### src/rtl/pipe_pkg.sv
// Shared pipeline types for the memory stage: FSM states,
// EX/MEM and MEM/WB bundles, and a writeback builder.
package pipe_pkg;

    typedef enum logic {
        IDLE = 1'b0,
        WAIT = 1'b1
    } mem_state_e;

    typedef struct packed {
        logic [31:0] rd;
        logic [31:0] a;
        logic [31:0] st_data;
        logic [31:0] pc4;
        logic        mem_read;
        logic        mem_write;
        logic        mem_to_reg;
        logic        reg_write;
        logic [4:0]  rd_add;
    } ex_mem_t;

    typedef struct packed {
        logic        valid;
        logic        reg_write;
        logic [4:0]  rd_add;
        logic [31:0] data;
        logic [31:0] pc4;
    } mem_wb_t;

    // x0 is hardwired, so a write to it never reaches the register file
    function automatic mem_wb_t make_wb(
        input logic        we,
        input logic [4:0]  rd_add,
        input logic [31:0] data,
        input logic [31:0] pc4
    );
        mem_wb_t w;
        w.valid     = 1'b1;
        w.reg_write = we && (rd_add != 5'd0);
        w.rd_add    = rd_add;
        w.data      = data;
        w.pc4       = pc4;
        return w;
    endfunction

endpackage

### src/rtl/mem_timeout_ctr.sv
// Wait-cycle counter for outstanding data-memory accesses;
// tc flags the last permitted cycle before abort.
module mem_timeout_ctr #(
    parameter int LIMIT = 16,
    localparam int CW = $clog2(LIMIT + 1)
) (
    input  logic          clk,
    input  logic          reset,
    input  logic          clear,
    input  logic          load,
    input  logic          inc,
    input  logic [CW-1:0] load_val,
    output logic          tc
);

    logic [CW-1:0] count;

    assign tc = (count == CW'(LIMIT - 1));

    always_ff @(posedge clk) begin
        if (!reset || clear) begin
            count <= '0;
        end else if (load) begin
            count <= load_val;
        end else if (inc && !tc) begin
            count <= count + 1'b1;
        end
    end

endmodule

### src/rtl/mem_stage.sv
// Memory-access pipeline stage: LDW/STW over a req/ack port
// with timeout, ALU pass-through, registered writeback.
module mem_stage
    import pipe_pkg::*;
#(
    parameter int TIMEOUT_CYCLES = 16,
    parameter int ADDR_W = 32
) (
    input  logic              clk,
    input  logic              reset,
    input  logic              valid_2_mem,
    input  logic [31:0]       rd_2_mem,
    input  logic [31:0]       A_2_mem,
    input  logic [31:0]       st_data_2_mem,
    input  logic [31:0]       pc4_2_mem,
    input  logic              mem_read_2_mem,
    input  logic              mem_write_2_mem,
    input  logic              mem_to_reg_2_mem,
    input  logic              reg_write_2_mem,
    input  logic [4:0]        rd_add_value_2_mem,
    output logic              stall_2_ex,
    output logic              dmem_req,
    output logic              dmem_we,
    output logic [ADDR_W-1:0] dmem_addr,
    output logic [31:0]       dmem_wdata,
    input  logic [31:0]       dmem_rdata,
    input  logic              dmem_ack,
    output logic              wb_valid,
    output logic              wb_reg_write,
    output logic [4:0]        wb_rd_add,
    output logic [31:0]       wb_data,
    output logic [31:0]       wb_pc4,
    output logic              mem_err
);

    mem_state_e  state;
    ex_mem_t     in;
    mem_wb_t     wb;

    logic        is_mem;
    logic        aligned;
    logic        issue;
    logic        tc;
    logic        timeout;
    logic        leave;

    logic [31:0] cap_rd;
    logic [31:0] cap_pc4;
    logic        cap_m2r;
    logic        cap_rw;
    logic [4:0]  cap_rd_add;

    assign in = '{
        rd:         rd_2_mem,
        a:          A_2_mem,
        st_data:    st_data_2_mem,
        pc4:        pc4_2_mem,
        mem_read:   mem_read_2_mem,
        mem_write:  mem_write_2_mem,
        mem_to_reg: mem_to_reg_2_mem,
        reg_write:  reg_write_2_mem,
        rd_add:     rd_add_value_2_mem
    };

    assign is_mem  = in.mem_read | in.mem_write;
    assign aligned = (in.a[1:0] == 2'b00);
    assign issue   = (state == IDLE) & valid_2_mem & is_mem & aligned;
    assign timeout = (state == WAIT) & tc & ~dmem_ack;
    assign leave   = (state == WAIT) & (dmem_ack | tc);

    // Release upstream on the cycle the access resolves (ack or abort)
    assign stall_2_ex = reset &
        (issue | ((state == WAIT) & ~dmem_ack & ~tc));

    mem_timeout_ctr #(
        .LIMIT    (TIMEOUT_CYCLES)
    ) u_ctr (
        .clk      (clk),
        .reset    (reset),
        .clear    (leave),
        .load     (issue),
        .inc      (state == WAIT),
        .load_val ('0),
        .tc       (tc)
    );

    always_ff @(posedge clk) begin
        if (!reset) begin
            state      <= IDLE;
            wb         <= '0;
            mem_err    <= 1'b0;
            dmem_req   <= 1'b0;
            dmem_we    <= 1'b0;
            dmem_addr  <= '0;
            dmem_wdata <= '0;
            cap_rd     <= '0;
            cap_pc4    <= '0;
            cap_m2r    <= 1'b0;
            cap_rw     <= 1'b0;
            cap_rd_add <= '0;
        end else begin
            wb.valid <= 1'b0;
            mem_err  <= 1'b0;
            unique case (state)
                IDLE: begin
                    if (valid_2_mem) begin
                        if (!is_mem) begin
                            wb <= make_wb(in.reg_write, in.rd_add,
                                          in.rd, in.pc4);
                        end else if (!aligned) begin
                            wb      <= make_wb(1'b0, in.rd_add,
                                               in.rd, in.pc4);
                            mem_err <= 1'b1;
                        end else begin
                            state      <= WAIT;
                            dmem_req   <= 1'b1;
                            dmem_we    <= in.mem_write;
                            dmem_addr  <= ADDR_W'(in.a);
                            dmem_wdata <= in.st_data;
                            cap_rd     <= in.rd;
                            cap_pc4    <= in.pc4;
                            cap_m2r    <= in.mem_to_reg;
                            cap_rw     <= in.reg_write;
                            cap_rd_add <= in.rd_add;
                        end
                    end
                end
                WAIT: begin
                    if (dmem_ack) begin
                        state    <= IDLE;
                        dmem_req <= 1'b0;
                        wb <= make_wb(cap_rw & ~dmem_we, cap_rd_add,
                                      (~dmem_we & cap_m2r) ?
                                      dmem_rdata : cap_rd,
                                      cap_pc4);
                    end else if (timeout) begin
                        state    <= IDLE;
                        dmem_req <= 1'b0;
                        wb       <= make_wb(1'b0, cap_rd_add,
                                            cap_rd, cap_pc4);
                        mem_err  <= 1'b1;
                    end
                end
                default: state <= IDLE;
            endcase
        end
    end

    assign wb_valid     = wb.valid;
    assign wb_reg_write = wb.reg_write;
    assign wb_rd_add    = wb.rd_add;
    assign wb_data      = wb.data;
    assign wb_pc4       = wb.pc4;

endmodule

### config.mk
export PLATFORM = sky130hd
export DESIGN_NAME = mem_stage
export DESIGN_NICKNAME = d
export VERILOG_FILES = /design/src/rtl/pipe_pkg.sv /design/src/rtl/mem_timeout_ctr.sv /design/src/rtl/mem_stage.sv
export SDC_FILE = /design/constraint.sdc
export NUM_CORES = 1
export LEC_CHECK = 0
export CAP_MARGIN = 10
export CORE_MARGIN = 2
export CORE_UTILIZATION = 33
export CTS_CLUSTER_DIAMETER = 200
export DETAILED_ROUTE_END_ITERATION = 10
export GPL_TIMING_DRIVEN = 0
export PLACE_DENSITY = 0.6
export SLEW_MARGIN = 20
export SYNTH_ARGS = -nofsm -noshare
export SYNTH_HDL_FRONTEND = slang
export SYNTH_SLANG_ARGS = --single-unit
export TNS_END_PERCENT = 100
### constraint.sdc
create_clock -name clk -period 2.8 [get_ports clk]
set_input_delay 0.42 -clock clk [delete_from_list [all_inputs] [get_ports clk]]
set_output_delay 0.42 -clock clk [all_outputs]
set_load 0.03 [all_outputs]
Word-level counts from Yosys, hierarchy flattened
Cells that the tools add are included.

word-level totals
  flip-flop bits (word level) = 215
  bits in latches = 0
  memory bits (writable) = 0
  bits in read-only memories = 0
  input port bits = 173
  output and inout bits = 139
  memories = 0

cells by class
  add/sub/neg operators = 1
  $mul = 0
  divide/modulo/power cells = 0
  magnitude comparators = 0
  equal/unequal tests = 6
  shift-type cells = 0
  muxes and demuxes = 25
  bitwise logic cells = 18
  reduce and logical (&&, ||, !) cells = 13

operator list
  cell                                                    number
  2-to-1 mux 71 bit                                       5
  one-hot mux 71 bit (2 select lines)                     1
  2-to-1 mux 32 bit                                       1
  2-to-1 mux 1 bit                                        15
  AND 1 bit                                               11
  nonzero test 5 bit                                      2
  AND reduction 4 bit                                     2
  inequality test 2 bit (second input constant)           3
  one-hot mux 1 bit (2 select lines)                      3
  adder 5 x 1 -> 5 bit (second input constant)            1
  == test 5 x 4 -> 1 bit (second input constant)          1
  inverter 1 bit                                          4
  logical AND 1 bit                                       3
  inequality test 3 x 2 -> 1 bit (second input constant)  1
  inequality test 3 bit (second input constant)           1
  OR 1 bit                                                3
  AND reduction 3 bit                                     1
  zero test 1 bit                                         2
  zero test 2 bit                                         1
  OR reduction 2 bit                                      1
  logical OR 1 bit                                        1

Logic depth before layout (Yosys ltp)
  depth after elaboration = 6
  depth in mapped cells = 8

Modules after synthesis
A second synthesis with hierarchy kept.

unflattened totals
  cells, all modules = 1007
  area total of the unflattened synthesis = 8774.7 µm²

by module, submodules not included
  module           instances  cells an instance  area an instance (µm²)
  mem_stage        1          975                8469.4
  mem_timeout_ctr  1          32                 305.3

Worst setup path before layout
Ideal clock, no wire load.

  kind = flip-flop to output port
  start point = reg u_ctr.count[0]
  end point = out stall_2_ex
  data arrival time = 1.724 ns
  data required time = 2.380 ns
  setup slack = 0.656 ns
  cell stages (with the launch flop) = 8
  path through = dfxtp_1 > ha_1 > and3_1 > ha_1 > nor2b_1 > clkbuf_1 > nor2b_1 > o21a_1

between the ends
  word-level cells in the longest chain between the ends = 5

ends and longest elaborated chain
  item                    RTL line               RTL
  start, declared         mem_timeout_ctr.sv:16  logic [CW-1:0] count;
  start signal, assigned  mem_timeout_ctr.sv:24  count <= load_val;
  start signal, assigned  mem_timeout_ctr.sv:26  count <= count + 1'b1;
  == test 5 x 4 -> 1 bit  mem_timeout_ctr.sv:18  assign tc = (count == CW'(LIMIT - 1));
  inverter 1 bit          mem_stage.sv:73        (issue | ((state == WAIT) & ~dmem_ack & ~tc));
  AND 1 bit               mem_stage.sv:73
  OR 1 bit                mem_stage.sv:73
  AND 1 bit               mem_stage.sv:72        assign stall_2_ex = reset &
  end, declared           mem_stage.sv:21        output logic stall_2_ex,

No other way between the ends.

Worst setup path after layout
Ends and elaborated chain as after synthesis.

==> results.md <==
- R2r setup slk: 0.38 ns
- Syn Area/Cell: roughly 9 um2
- Commonest non-fill, non-tap cell in the layout: clkdlybuf4s50_1
- Setup bufs post-CTS: 0
- Detailed-route via count: roughly 8600
- DIE WIDTH: between 150 and 200 um
- RSZ-0062 raised after global routing: false
- Diode count: 0
- Final WL: about 31000 um
- CP startpoint kind: flop
- Core Region: between 20000 and 30000 um2
- Clock sink total: 215
- ANT nets after route: 0
- Die height: 167 um
- Synthesized flop and latch total: approximately 220
- Die area: approximately 28000 um2
- Critical Path End Type: output port
- Slowest cell delay on critical path: approximately 0.33 ns
- EDFF count, synth: 0
- Pwr dens: roughly 600 nW/um2
- Max-slew headroom: between 40% and 50%
- Critical Path Start: u_ctr.count[0]
- Root Driver: clkbuf_16
- Run status: finished, final reports clean
- Final worst slack: 0.146 ns
- Port bufs: 310
- CP Max Fanout: 7
- Hold WC Path Type: in2reg
- Clock Skews: between 0.008 and 0.009 ns
- Final hold vios: 0
- Initial Util: approximately 34%
- Peak VDD IR: 0.000398 V
- CP cell instances: ha_1 -> and3_1 -> ha_1 -> nor2b_1 -> clkbuf_4 -> nor2b_4 -> o21a_1 -> clkbuf_4
- DRC violations left: 0
- Total gr overflow: 0
- Avg WL per Cell: between 15 and 20 um
- Clock insertion delay at the later pin of the skew report: roughly 0.52 ns
- CP required: ~2.4 ns
- TritonCTS clock tree: built
- H-tree levels: 1
- Detailed Place HPWL: 22500 um
- Inserted Clock Buffers: 26
- Worst slack, placed: -0.334 ns
- Primary FF master, synth: dfxtp_1
- Fraction of layout instances using a drive strength above 1: under 10%
- Asr flop ratio synth: 0%
- Final worst path period share: between 90% and 100%
- Layout area overhead: 50.7%
- DR pass1 iterations: 5
- Initial antenna violation count: 0
- DRT iter0 DRCs: 740
- Nets: 1512
- Fillers: about 2600
- Largest net degree at the start of global routing: 13
- Syn_nets: 1174
- Synth warn: 0
- First-pass GRT wire length: about 48000 um
- Setup_tns: 0 ns
- Crit path arrival time: about 2.2 ns
- CP max-delay cell: dfxtp_1
- Cell area after synthesis: 8760 um2
- Tmin final: between 2 and 3 ns
- End point of the critical path: stall_2_ex
- Worst Tran Pin Value: around 0.80 ns
- Static leakage: 4.68 nW
- Clock-pin slew on the worst setup and hold paths: ~0.06 ns
- Synth area leaders: dfxtp_1 (49%), nand2_1 (12%), a21boi_0 (9.9%), a21boi_1 (4.9%), a32oi_1 (3.2%)
- Fin Hold WS: slightly below 0.3 ns
- Post-synth top area cell: dfxtp_1
- Worst-case reg-to-reg path depth: 7
- GRT Overall Usage: 21.4%
- Max Clk Rate: between 0.3 and 0.4 GHz
- Rows: between 50 and 60
- Critical path class: reg2out
- Origin of the critical flop-to-flop path: u_ctr.count[0]
- MaxCap Viol Count: 0
- Via density: about 5
- Seq/Total Area, Yosys: 49.1%
- Yosys top cell area share: about half
- Footprint of the multi-input gates: 3940 um2
- Final Wtd Congestion: between 0.8 and 0.9
- Register area: roughly 4300 um2
- R2R Path End: wb_data[27]
- Mapped Cells: 999
- Pins Over Slew Limit: 0
- I/O Pins: 312
- Final-report setup violation count: 0
- Clock Path Buffers: 3
- Cell variety after synth: 43
- Number of global-route vias before repair: between 8000 and 9000
- Most frequent cells in the layout: clkdlybuf4s50_1 (309), nand2_1 (270), dfxtp_1 (215)
area by class of cell:
cell class | instances | area share (%)
Clock buffer | 38 | 6.04
Buffer | 95 | 3.95
Multi-Input combinational cell | 688 | 29.8
Timing Repair Buffer | 310 | 23.5
Tap cell | 335 | 3.18
Inverter | 1 | 0.0284
Sequential cell | 215 | 32.6
Clock inverter | 10 | 0.844
registers in the layout, summed over array words and instances, names as in the netlist, 5 cells and up:
name,flops
wb_data,32
wb_pc4,32
u_ctr.count,5
wb_rd_add,5
dmem_addr,32
cap_rd,32
cap_rd_add,5
cap_pc4,32
dmem_wdata,32
critical path, delay by kind of cell (launching register included):
family | cells | cell delay [ns]
AOI/OAI and AO/OA | 1 | 0.11
adders and majority gates | 2 | 0.44
buffers and inverters | 2 | 0.38
DFF | 1 | 0.33
and+or+nand+nor | 3 | 0.46
layer usage:
metal  routed length (um)  GRT usage [%]
met1                13400           27.2
met4                  643           5.70
met3                 2730           5.92
met2                14500           35.8
met5                    0              0
power by group:
| part | switching [W] | leakage [nW] | internal, W |
|---|---|---|---|
| sequential | 0.0000737 | 1.75 | 0.00320 |
| clock | 0.00135 | 0.448 | 0.00216 |
| combinational | 0.000601 | 2.48 | 0.000548 |
| total | 0.00203 | 4.68 | 0.00590 |
repair_timing:
| action | CTS | global route |
|---|---|---|
| resized for setup | 6 | 5 |
| hold buffers | 0 | 0 |
| endpoints found under the setup margin | 1 | 1 |
| endpoints found under the hold margin | 0 | 0 |
through the flow:
stage | power (W) | std cells | util, % | instance area, um2
after CTS | 0.00802 | 1692 | 50.6 | 13200
final | 0.00793 | 1692 | 50.6 | 13200
after detailed placement | 0.00449 | 1644 | 47.1 | 12300
after global placement | 0.00448 | 1644 | 47.1 | 12300
after global routing | 0.00822 | 1692 | 50.6 | 13200
after floorplan | 0.00386 | 999 | - | 8760
cell usage after synthesis, types with 2 or more instances:
cell / number
a32oi_1: 32
clkbuf_2: 2
o21ai_1: 4
nor2b_1: 2
nand3_1: 39
clkbuf_1: 39
a21oi_1: 32
nand2_1: 270
a21boi_1: 57
buf_2: 37
and3_1: 4
o21ai_0: 28
a21boi_0: 115
buf_6: 13
xor2_1: 2
o31ai_1: 32
o21a_1: 3
a22oi_1: 37
or4_1: 2
nor2_1: 8
buf_4: 4
ha_1: 2
dfxtp_1: 215
cells by family after synthesis:
family                     Yosys count  share of synthesized area [%]
AOI/OAI and AO/OA                  349                           28.7
xor gates and xnor gates             3                          0.300
adders and majority gates            2                          0.286
buffers and inverters               96                           5.96
DFF                                215                           49.1
muxes                                1                          0.114
and+or+nand+nor                    333                           15.5
how the worst min path moves through the flow:
stage / start / end / slack [ns] / depth (start not counted)
detailed placement: cap_rd[30] / cap_rd[30] / 0.45 / 2
global route: reset / dmem_wdata[13] / 0.29 / 2
CTS: reset / dmem_wdata[11] / 0.27 / 2
floorplan: cap_rd[10] / cap_rd[10] / 0.44 / 2
global placement: cap_rd[30] / cap_rd[30] / 0.44 / 2
finish: reset / dmem_wdata[11] / 0.29 / 2
Note: power is estimated with default switching activity, not from simulation.
